### src/rtl/mem_access_ctrl_if.sv
// Request/response handshake and memory-pin bundle for mem_access_ctrl.
// The slave modport is the controller view; the master modport is the environment view.
interface mem_access_ctrl_if #(
    parameter int ADR_W  = 3,
    parameter int DATA_W = 8
);
    logic              req_valid;
    logic              req_ready;
    logic              req_write;
    logic [ADR_W-1:0]  req_adr;
    logic [DATA_W-1:0] req_data;
    logic              rsp_valid;
    logic              rsp_ready;
    logic              rsp_write;
    logic [ADR_W-1:0]  rsp_adr;
    logic [DATA_W-1:0] rsp_data;
    logic              mem_read;
    logic              mem_write;
    logic [ADR_W-1:0]  mem_adr;
    logic [DATA_W-1:0] mem_data;
    logic [DATA_W-1:0] mem_q;

    modport slave (
        input  req_valid, req_write, req_adr, req_data, rsp_ready, mem_q,
        output req_ready, rsp_valid, rsp_write, rsp_adr, rsp_data,
               mem_read, mem_write, mem_adr, mem_data
    );

    modport master (
        output req_valid, req_write, req_adr, req_data, rsp_ready, mem_q,
        input  req_ready, rsp_valid, rsp_write, rsp_adr, rsp_data,
               mem_read, mem_write, mem_adr, mem_data
    );
endinterface

### src/rtl/mem_access_ctrl.sv
// Single-outstanding request sequencer for the 8x8 latch memory: shapes exclusive
// read/write strobes, samples the read word in the HOLD cycle, returns it with backpressure.
module mem_access_ctrl #(
    parameter int ADR_W         = 3,
    parameter int DATA_W        = 8,
    parameter int STROBE_CYCLES = 1
) (
    input  logic               clk,
    input  logic               reset,
    mem_access_ctrl_if.slave   bus
);
    typedef enum logic [1:0] {IDLE, ISSUE, HOLD, RESP} state_e;

    localparam logic [3:0] STROBE_LD = 4'(STROBE_CYCLES);

    state_e            state_q, state_d;
    logic [3:0]        cnt_q, cnt_d;
    logic              op_write_q, op_write_d;
    logic              mem_read_q, mem_read_d;
    logic              mem_write_q, mem_write_d;
    logic [ADR_W-1:0]  mem_adr_q, mem_adr_d;
    logic [DATA_W-1:0] mem_data_q, mem_data_d;
    logic              rsp_write_q, rsp_write_d;
    logic [ADR_W-1:0]  rsp_adr_q, rsp_adr_d;
    logic [DATA_W-1:0] rsp_data_q, rsp_data_d;

    always_comb begin
        state_d     = state_q;
        cnt_d       = cnt_q;
        op_write_d  = op_write_q;
        mem_read_d  = 1'b0;
        mem_write_d = 1'b0;
        mem_adr_d   = mem_adr_q;
        mem_data_d  = mem_data_q;
        rsp_write_d = rsp_write_q;
        rsp_adr_d   = rsp_adr_q;
        rsp_data_d  = rsp_data_q;
        unique case (state_q)
            IDLE: begin
                if (bus.req_valid) begin
                    op_write_d  = bus.req_write;
                    mem_adr_d   = bus.req_adr;
                    mem_data_d  = bus.req_data;
                    mem_write_d = bus.req_write;
                    mem_read_d  = !bus.req_write;
                    cnt_d       = STROBE_LD;
                    state_d     = ISSUE;
                end
            end
            ISSUE: begin
                cnt_d = cnt_q - 4'd1;
                // Strobes are registered, so dropping them here ends the pulse after cnt cycles.
                if (cnt_q == 4'd1) begin
                    state_d = HOLD;
                end else begin
                    mem_write_d = op_write_q;
                    mem_read_d  = !op_write_q;
                end
            end
            HOLD: begin
                rsp_write_d = op_write_q;
                rsp_adr_d   = mem_adr_q;
                rsp_data_d  = op_write_q ? mem_data_q : bus.mem_q;
                state_d     = RESP;
            end
            RESP: begin
                if (bus.rsp_ready) state_d = IDLE;
            end
            default: state_d = IDLE;
        endcase
    end

    always_ff @(posedge clk) begin
        if (reset) begin
            state_q     <= IDLE;
            cnt_q       <= '0;
            op_write_q  <= 1'b0;
            mem_read_q  <= 1'b0;
            mem_write_q <= 1'b0;
            mem_adr_q   <= '0;
            mem_data_q  <= '0;
            rsp_write_q <= 1'b0;
            rsp_adr_q   <= '0;
            rsp_data_q  <= '0;
        end else begin
            state_q     <= state_d;
            cnt_q       <= cnt_d;
            op_write_q  <= op_write_d;
            mem_read_q  <= mem_read_d;
            mem_write_q <= mem_write_d;
            mem_adr_q   <= mem_adr_d;
            mem_data_q  <= mem_data_d;
            rsp_write_q <= rsp_write_d;
            rsp_adr_q   <= rsp_adr_d;
            rsp_data_q  <= rsp_data_d;
        end
    end

    assign bus.req_ready = (state_q == IDLE) && !reset;
    assign bus.rsp_valid = (state_q == RESP);
    assign bus.rsp_write = rsp_write_q;
    assign bus.rsp_adr   = rsp_adr_q;
    assign bus.rsp_data  = rsp_data_q;
    assign bus.mem_read  = mem_read_q;
    assign bus.mem_write = mem_write_q;
    assign bus.mem_adr   = mem_adr_q;
    assign bus.mem_data  = mem_data_q;
endmodule

### src/flat_wrapper.sv
// flat-port wrapper written by rule: the top's interface ports become plain ports
module mem_access_ctrl_flat 
#(
    parameter int ADR_W         = 3,
    parameter int DATA_W        = 8,
    parameter int STROBE_CYCLES = 1
)
  (clk, reset, bus_req_valid, bus_req_write, bus_req_adr, bus_req_data, bus_rsp_ready, bus_mem_q, bus_req_ready, bus_rsp_valid, bus_rsp_write, bus_rsp_adr, bus_rsp_data, bus_mem_read, bus_mem_write, bus_mem_adr, bus_mem_data);
  mem_access_ctrl_if #(.ADR_W(ADR_W), .DATA_W(DATA_W)) bus_i ();
  input  logic clk;
  input  logic reset;
  input wire logic [$bits(bus_i.req_valid)-1:0] bus_req_valid;
  input wire logic [$bits(bus_i.req_write)-1:0] bus_req_write;
  input wire logic [$bits(bus_i.req_adr)-1:0] bus_req_adr;
  input wire logic [$bits(bus_i.req_data)-1:0] bus_req_data;
  input wire logic [$bits(bus_i.rsp_ready)-1:0] bus_rsp_ready;
  input wire logic [$bits(bus_i.mem_q)-1:0] bus_mem_q;
  output wire logic [$bits(bus_i.req_ready)-1:0] bus_req_ready;
  output wire logic [$bits(bus_i.rsp_valid)-1:0] bus_rsp_valid;
  output wire logic [$bits(bus_i.rsp_write)-1:0] bus_rsp_write;
  output wire logic [$bits(bus_i.rsp_adr)-1:0] bus_rsp_adr;
  output wire logic [$bits(bus_i.rsp_data)-1:0] bus_rsp_data;
  output wire logic [$bits(bus_i.mem_read)-1:0] bus_mem_read;
  output wire logic [$bits(bus_i.mem_write)-1:0] bus_mem_write;
  output wire logic [$bits(bus_i.mem_adr)-1:0] bus_mem_adr;
  output wire logic [$bits(bus_i.mem_data)-1:0] bus_mem_data;
  assign bus_i.req_valid = bus_req_valid;
  assign bus_i.req_write = bus_req_write;
  assign bus_i.req_adr = bus_req_adr;
  assign bus_i.req_data = bus_req_data;
  assign bus_i.rsp_ready = bus_rsp_ready;
  assign bus_i.mem_q = bus_mem_q;
  assign bus_req_ready = bus_i.req_ready;
  assign bus_rsp_valid = bus_i.rsp_valid;
  assign bus_rsp_write = bus_i.rsp_write;
  assign bus_rsp_adr = bus_i.rsp_adr;
  assign bus_rsp_data = bus_i.rsp_data;
  assign bus_mem_read = bus_i.mem_read;
  assign bus_mem_write = bus_i.mem_write;
  assign bus_mem_adr = bus_i.mem_adr;
  assign bus_mem_data = bus_i.mem_data;
  mem_access_ctrl #(.ADR_W(ADR_W), .DATA_W(DATA_W), .STROBE_CYCLES(STROBE_CYCLES)) u_core (.clk(clk), .reset(reset), .bus(bus_i));
endmodule
### config.mk
export PLATFORM = sky130hd
export DESIGN_NAME = mem_access_ctrl_flat
export DESIGN_NICKNAME = d
export VERILOG_FILES = /design/src/rtl/mem_access_ctrl_if.sv /design/src/rtl/mem_access_ctrl.sv /design/src/flat_wrapper.sv
export SDC_FILE = /design/constraint.sdc
export NUM_CORES = 1
export LEC_CHECK = 0
export BUFFER_PORTS_ARGS = -buffer_cell sky130_fd_sc_hd__buf_2
export CAP_MARGIN = 25
export CELL_PAD_IN_SITES_DETAIL_PLACEMENT = 0
export CELL_PAD_IN_SITES_GLOBAL_PLACEMENT = 1
export CORE_ASPECT_RATIO = 0.8
export CORE_MARGIN = 10
export CORE_UTILIZATION = 35
export DETAILED_ROUTE_END_ITERATION = 7
export PLACE_DENSITY_LB_ADDON = 0.1
export SLEW_MARGIN = 10
export SYNTH_ARGS = -nofsm -noshare
export SYNTH_HDL_FRONTEND = slang
export SYNTH_SLANG_ARGS = --single-unit
### constraint.sdc
create_clock -name clk -period 2.5 [get_ports clk]
set_clock_uncertainty 0.2 [all_clocks]
set_input_delay 0.5 -clock clk [delete_from_list [all_inputs] [get_ports clk]]
set_output_delay 0.5 -clock clk [all_outputs]
set_load 0.05 [all_outputs]
==> results.md, run 1 <==
- Fraction of layout cells with a size suffix above 1: 30.7%
- Maxcap violations: 0
- Starting density of the core: 36.2%
- Worst Hold Depth: 3
- Endpoint, Worst Hold: u_core.bus.mem_data[1]
- Setup_tns: 0 ns
- Net Count, Synth: 186
- Reg-to-reg slack, setup: 0.59 ns
- Worst vdd ir: 500 uV
- Clock Sink Count: 32
- IO Count: 51
- Vias in the first global route: 1290
- Ant diodes: 0
- DRT Pass-1 Iters: 3
- HPWL after DPL: 2.82 mm
- Design area: 1770 um^2
- Sequential fraction of the synthesis area: 46.5%
- Setup crit start kind: register
- Initial antenna violation count: 0
- Min Tclk post-route: 2.12 ns
- Class of the most critical hold timing path: input pin to register
- Top cells by area, synth: dfxtp_1 (46%), mux2i_1 (9.4%), nand2_1 (7.6%), a211oi_1 (5.4%), a21oi_1 (5.4%)
- Most common cell after layout, fill and taps aside: buf_2
- Postcts setup bufs: 0
- Status: finished clean
- Commonest non-fill, non-tap cells in the layout: buf_2 (50), dfxtp_1 (32), nand2_1 (28), nor2_1 (16), a21oi_1 (15)
- Die ar.: 6870 um^2
- R2r worst-path depth: 6
- Worst slew pin tran: 0.640 ns
- CTS tree: yes
- Reg clk slew, reported paths: 0.06 ns
- Row count: 20
- Post-route DRC violation count: 0
- Crit end category: output port
- Fmax: 472 MHz
- Die height: 76.1 um
- WL final: 3.71 mm
- Critical path data required time: 1.80 ns
- Core Region: 3800 um^2
- Clock insertion delay at the later pin of the skew report: 0.27 ns
- Vias/cell: 4.64
- Prevailing post-synth register cell: dfxtp_1
- Flops & latches, synth: 32
- Post-layout util: 46.5%
- Hold Vio Cnt, Final: 0
- Ys Warns: 0
- Final GP Congestion: 0.730
- Hold path startpoint: bus_req_data[1]
- Nets: 235
- Grt ovf: 0
- PwrDens: 1310 nW/um^2
- Critical R2R Capture: u_core.state_q[1]
- Post-DRT Antenna Nets: 0
- Largest net degree at the start of global routing: 33
- Cell taking the most area after synthesis: dfxtp_1
- RSZ-0062 raised after global routing: false
- WL/cell: 14.3 um
- Clock Tree Buf Depth: 2
- Post-synth ARST share: 0%
- Gr usage total: 11.2%
- Final setup fails: 0
- Reg2reg start: u_core.state_q[0]
- Worst-path fanout max: 8
- Synth unique cells: 24
- Syn Inst Count: 156
- Max Slew Vio Count: 0
- Yosys top cell area share: 46.5%
- Clock buffers created by TritonCTS: 5
- Leakage power: 0.000782 uW
- Buffers on Ports: 50
- CP arrival: 1.42 ns
- Mean post-synth cell area: 8.84 um^2
- WS Path Type: register to output port
- Max-slew headroom: 57.3%
- Dpl cell area: 1670 um^2
- Global-route wire length before repair: 6.29 mm
- Number of synthesized flops with an enable pin: 0
- CTS Hold Bufs: 0
- DIE WIDTH: 90.2 um
- Area grow syn2layout: 28.4%
- DRT iter0 DRCs: 46
- Cts repair resizes: 0
- DR vias: 1207
- H-tree Lvls: 2
- Synthesized area: 1380 um^2
- CTS root buf: clkbuf_8
- Final worst-path cycle share: 84.7%
==> worst max-delay path, stage by stage, from the launching register on <==
cell and delay, ns:
dfxtp_1 0.34, inv_1 0.09, ha_1 0.28, nor2b_1 0.16, buf_2 0.27
==> routing by layer <==
layer | GRT usage (%) | wire length, um | vias to the layer above
li1 | - | - | 630
met1 | 12.7 | 1680 | 539
met2 | 17.0 | 1680 | 32
met3 | 5.71 | 288 | 6
met4 | 5.24 | 57 | 0
met5 | 0 | 0 | -
==> how the worst max path moves through the flow <==
stage	depth (start not counted)	start	to
final	4	u_core.state_q[0]	bus_req_ready
after global routing	4	u_core.state_q[0]	bus_req_ready
after CTS	4	u_core.state_q[0]	bus_req_ready
after detailed placement	6	u_core.state_q[0]	u_core.state_q[1]
after global placement	4	u_core.state_q[0]	bus_req_ready
after floorplan	3	u_core.state_q[0]	bus_req_ready
==> cells by family (layout without fill, tap and decap cells) <==
group	after synthesis	in the layout	synth area share (%)
AO/OA/AOI/OAI	31	31	15.4
adder cells (fa/ha/maj)	6	6	5.44
buffers and inverters	15	64	4.17
AND/OR/NAND/NOR	59	59	19.1
flip-flops	32	32	46.5
multiplexers	13	13	9.44
==> layout make-up <==
| class | instances | area [um^2] |
|---|---|---|
| Sequential cell | 32 | 641 |
| Tap cell | 55 | 68.8 |
| Clock buffer | 7 | 96.3 |
| Inverter | 5 | 18.8 |
| Fill cell | 401 | 2030 |
| Timing Repair Buffer | 52 | 265 |
| Multi-Input combinational cell | 109 | 681 |
==> through the flow <==
step / total power, uW / instances / setup WS [ns] / hold WS (ns)
global placement: 1870 / 253 / 0.706 / 0.256
detailed placement: 1920 / 253 / 0.577 / 0.268
finish: 2310 / 260 / 0.382 / 0.261
CTS: 2340 / 260 / 0.358 / 0.252
floorplan: 1650 / 156 / 0.430 / 0.258
global route: 2490 / 260 / 0.269 / 0.247
==> cell usage after synthesis (2+ instances only) <==
cell	count
nor3b_1	2
inv_1	5
ha_1	6
clkbuf_1	9
o21ai_0	3
dfxtp_1	32
a21oi_1	15
nand2_1	28
nor2b_1	3
a211oi_1	10
nor3_1	2
and2_1	2
nor2_1	16
mux2i_1	13
==> state kept, by name, indices dropped and copies added (netlist names) <==
register and flops:
u_core.bus.mem_data 8, u_core.bus.rsp_data 8, u_core.cnt_q 4, u_core.bus.mem_adr 3, u_core.bus.rsp_adr 3, u_core.state_q 2, u_core.bus.mem_read 1, u_core.bus.mem_write 1
u_core.bus.rsp_write 1, u_core.op_write_q 1
==> power breakdown <==
| group | switching, uW | internal [uW] | total, uW |
|---|---|---|---|
| sequential | 106 | 649 | 754 |
| combinational | 786 | 352 | 1140 |
| clock | 174 | 245 | 419 |
Power figures use the tool's default switching activity.
==> run 2: changes to the inputs <==
--- a/config.mk
+++ b/config.mk
@@ -5,13 +5,14 @@
 export SDC_FILE = /design/constraint.sdc
 export NUM_CORES = 1
 export LEC_CHECK = 0
+export ABC_AREA = 1
 export BUFFER_PORTS_ARGS = -buffer_cell sky130_fd_sc_hd__buf_2
 export CAP_MARGIN = 25
 export CELL_PAD_IN_SITES_DETAIL_PLACEMENT = 0
 export CELL_PAD_IN_SITES_GLOBAL_PLACEMENT = 1
 export CORE_ASPECT_RATIO = 0.8
 export CORE_MARGIN = 10
-export CORE_UTILIZATION = 35
+export CORE_UTILIZATION = 34
 export DETAILED_ROUTE_END_ITERATION = 7
 export PLACE_DENSITY_LB_ADDON = 0.1
 export SLEW_MARGIN = 10
==> constraint.sdc (replaced) <==
create_clock -name clk -period 2.1 [get_ports clk]
set_clock_uncertainty 0.2 [all_clocks]
set_input_delay 0.42 -clock clk [delete_from_list [all_inputs] [get_ports clk]]
set_output_delay 0.42 -clock clk [all_outputs]
set_load 0.05 [all_outputs]
==> run 2 against run 1 <==
  * Area after synthesis up 2.5%
  * Synthesized cell count grew 22%
  * Via count is 11% higher
  * First-iteration DRC count increased by 20%
  * Global-route usage decreased by 0.19 points
  * Sequential cell count stayed put
  * Combinational power increased by 35%
  * Critical path type unchanged
  * Critical endpoint unchanged
  * Largest cell class is now sequential cells
  * Highest routed layer unchanged
==> results.md, run 2 <==
- Mean post-synth cell area: 7.40 um^2 (-16%)
- Worst-path fanout max: 4 (-4)
- Vias/cell: 4.50 (-3.1%)
- Core Region: 3900 um^2 (+2.6%)
- Commonest non-fill, non-tap cells in the layout: buf_2 (50), nor2_1 (38), nand2_1 (33), dfxtp_1 (32), inv_1 (18)
- Final GP Congestion: 0.720 (-1.3%)
- Ys Warns: 0 (unchanged)
- CP arrival: 1.37 ns (-0.05 ns)
- DR vias: 1340 (+11%)
- Initial antenna violation count: 0 (unchanged)
- Syn Inst Count: 191 (+22%)
- IO Count: 51 (unchanged)
- Most common cell after layout, fill and taps aside: buf_2
- Net Count, Synth: 221 (+19%)
- Buffers on Ports: 50 (unchanged)
- Final setup fails: 0 (unchanged)
- Status: finished clean
- Fin cells: 298 (+15%)
- Starting density of the core: 36.2% (-0.064 points)
- WL final: 3.98 mm (+7.3%)
- Top cells by area, synth: dfxtp_1 (45%), nor2_1 (10%), nand2_1 (8.8%), ha_1 (5.3%), o21ai_0 (5.3%)
- Clock Tree Buf Depth: 2 (unchanged)
- Fmax: 502 MHz
- Vias in the first global route: 1303 (+1.0%)
- # fillers: 431 (+7.5%)
- Synthesized-area fraction occupied by adder cells: 5.31% (-0.13 points)
- Crit end category: output port
- Min Tclk post-route: 1.99 ns
- Nets: 272 (+16%)
- DRT iter0 DRCs: 55 (+20%)
- Sequential fraction of the synthesis area: 45.3% (-1.1 points)
- Maxcap violations: 0 (unchanged)
- Gr usage total: 11.0% (-0.19 points)
- Hold Vio Cnt, Final: 0 (unchanged)
- Placed insts: 290 (+15%)
- Reg-to-reg slack, setup: 0.37 ns (-0.22 ns)
- H-tree Lvls: 2 (unchanged)
- Grt ovf: 0 (unchanged)
- CTS root buf: clkbuf_8
- Compound-cell area share of the yosys netlist: 14.3% (-1.2 points)
- CP dominant cell by count: inv_1
- Clock insertion delay at the later pin of the skew report: 0.28 ns (about the same)
- Cts repair resizes: 0 (unchanged)
- WS Path Type: register to output port
- CTS Hold Bufs: 0 (unchanged)
- Final worst-path cycle share: 94.8%
- Post-DRT Antenna Nets: 0 (unchanged)
- Worst vdd ir: 888 uV (+78%)
- CP Cell Sequence: inv_1 -> ha_1 -> inv_1 -> nor2_1 -> buf_2
- DP Worst Slack: 0.389 ns (-0.188 ns)
- Area of the multi-input gates: 633 um^2 (-7.0%)
- Cell with the most instances after synthesis: nor2_1
- Postcts setup bufs: 0 (unchanged)
- Post-synth ARST share: 0% (unchanged)
- Reg area: 641 um^2 (unchanged)
- Worst slew pin tran: 0.341 ns (-0.299 ns)
- Largest family of logic cells by synthesized area: simple AND/OR/NAND/NOR gates
- Clock Sink Count: 32 (unchanged)
- Post-route DRC violation count: 0 (unchanged)
- Leakage power: 0.000934 uW (+19%)
- Reg clk slew, reported paths: 0.07 ns (about the same)
- Cell taking the most area after synthesis: dfxtp_1
- Area grow syn2layout: 27.9%
- RSZ-0062 raised after global routing: false
- Flops & latches, synth: 32 (unchanged)
- PwrDens: 1690 nW/um^2 (+29%)
- Critical Path Max Stage Delay: 0.34 ns (about the same)
- HPWL after DPL: 3.09 mm (+9.5%)
- Design Power: 3050 uW (+32%)
- Post-layout util: 46.3% (-0.26 points)
- Number of synthesized flops with an enable pin: 0 (unchanged)
- Critical path data required time: 1.48 ns (-0.32 ns)
- Class of the most critical hold timing path: input pin to register
- Setup_tns: 0 ns (unchanged)
- Post-synth top cells: nor2_1 (38), nand2_1 (33), dfxtp_1 (32)
- CTS tree: yes
- Mux cell area share after synthesis: 0% (-9.4 points)
- Row count: 20 (unchanged)
- Max-slew headroom: 77.2% (+20 points)
- Largest net degree at the start of global routing: 26 (-21%)
- Synth Area in XOR/XNOR: 0% (unchanged)
- Global-route wire length before repair: 6.33 mm (+0.56%)
- Crit-path slowest cell: dfxtp_1
- Die height: 77.7 um (+2.0%)
- DIE WIDTH: 92.1 um (+2.1%)
- DRT Pass-1 Iters: 4 (+1)
- Final WS setup: 0.109 ns (-0.273 ns)
- Yosys top cell area share: 45.3% (-1.1 points)
- Prevailing post-synth register cell: dfxtp_1
- Die ar.: 7150 um^2 (+4.1%)
- Setup crit start kind: register
- Clock buffers created by TritonCTS: 5 (unchanged)
- Ant diodes: 0 (unchanged)
- Synth unique cells: 21 (-13%)
- Synth Area in Simple Gates: 25.2% (+6.2 points)
- Max Slew Vio Count: 0 (unchanged)
- Fraction of layout cells with a size suffix above 1: 28.8% (-1.9 points)
- WL/cell: 13.3 um (-6.4%)
- Synthesized area: 1410 um^2 (+2.5%)
==> run 2: cell families after synthesis <==
group / Yosys count
AND/OR/NAND/NOR: 88
AO/OA/AOI/OAI: 34
buffers and inverters: 31
flip-flops: 32
adder cells (fa/ha/maj): 6
==> run 2: cell type report <==
class / instances / share of cell area, %
multi-input combinational: 128 / 35.0
clock inverter: 3 / 2.35
timing repair buffer: 52 / 14.7
clock buffer: 5 / 3.81
sequential: 32 / 35.5
tap: 55 / 3.81
inverter: 23 / 4.85
==> run 2: path summary, 6_finish.rpt <==
| kind | from | to | depth (start not counted) |
|---|---|---|---|
| worst max-delay path | u_core.state_q[0] | bus_req_ready | 5 |
| worst min-delay path | bus_req_data[4] | u_core.bus.mem_data[4] | 3 |
| worst max register to register | u_core.state_q[0] | u_core.cnt_q[3] | 7 |
| worst min register to register | u_core.bus.rsp_data[7] | u_core.bus.rsp_data[7] | 2 |
==> run 2: per-stage QoR <==
stage               area [um^2]  hold WS [ns]
detailed placement         1700         0.265
finish                     1810         0.189
global placement           1700         0.255
CTS                        1810         0.176
floorplan                  1410         0.269
global route               1810         0.203
==> run 2: routing by layer <==
metal,GRT usage [%],share of wire (%),vias to the layer above
met3,4.62,6.6,4
met4,3.69,0.75,0
met5,0,0,-
li1,-,-,707
met2,17.1,46,32
met1,13.3,47,597
==> run 2: worst max-delay path, delay by kind of cell (launching register included) <==
family,cells,cell delay (ns)
buf+inv,3,0.43
flops,1,0.34
fa+ha+maj,1,0.24
simple gates,1,0.08
==> run 2: power breakdown <==
part	internal, uW	total, uW	switching [uW]
sequential	803	932	129
clock	351	577	227
combinational	409	1540	1130
total	1560	3050	1490
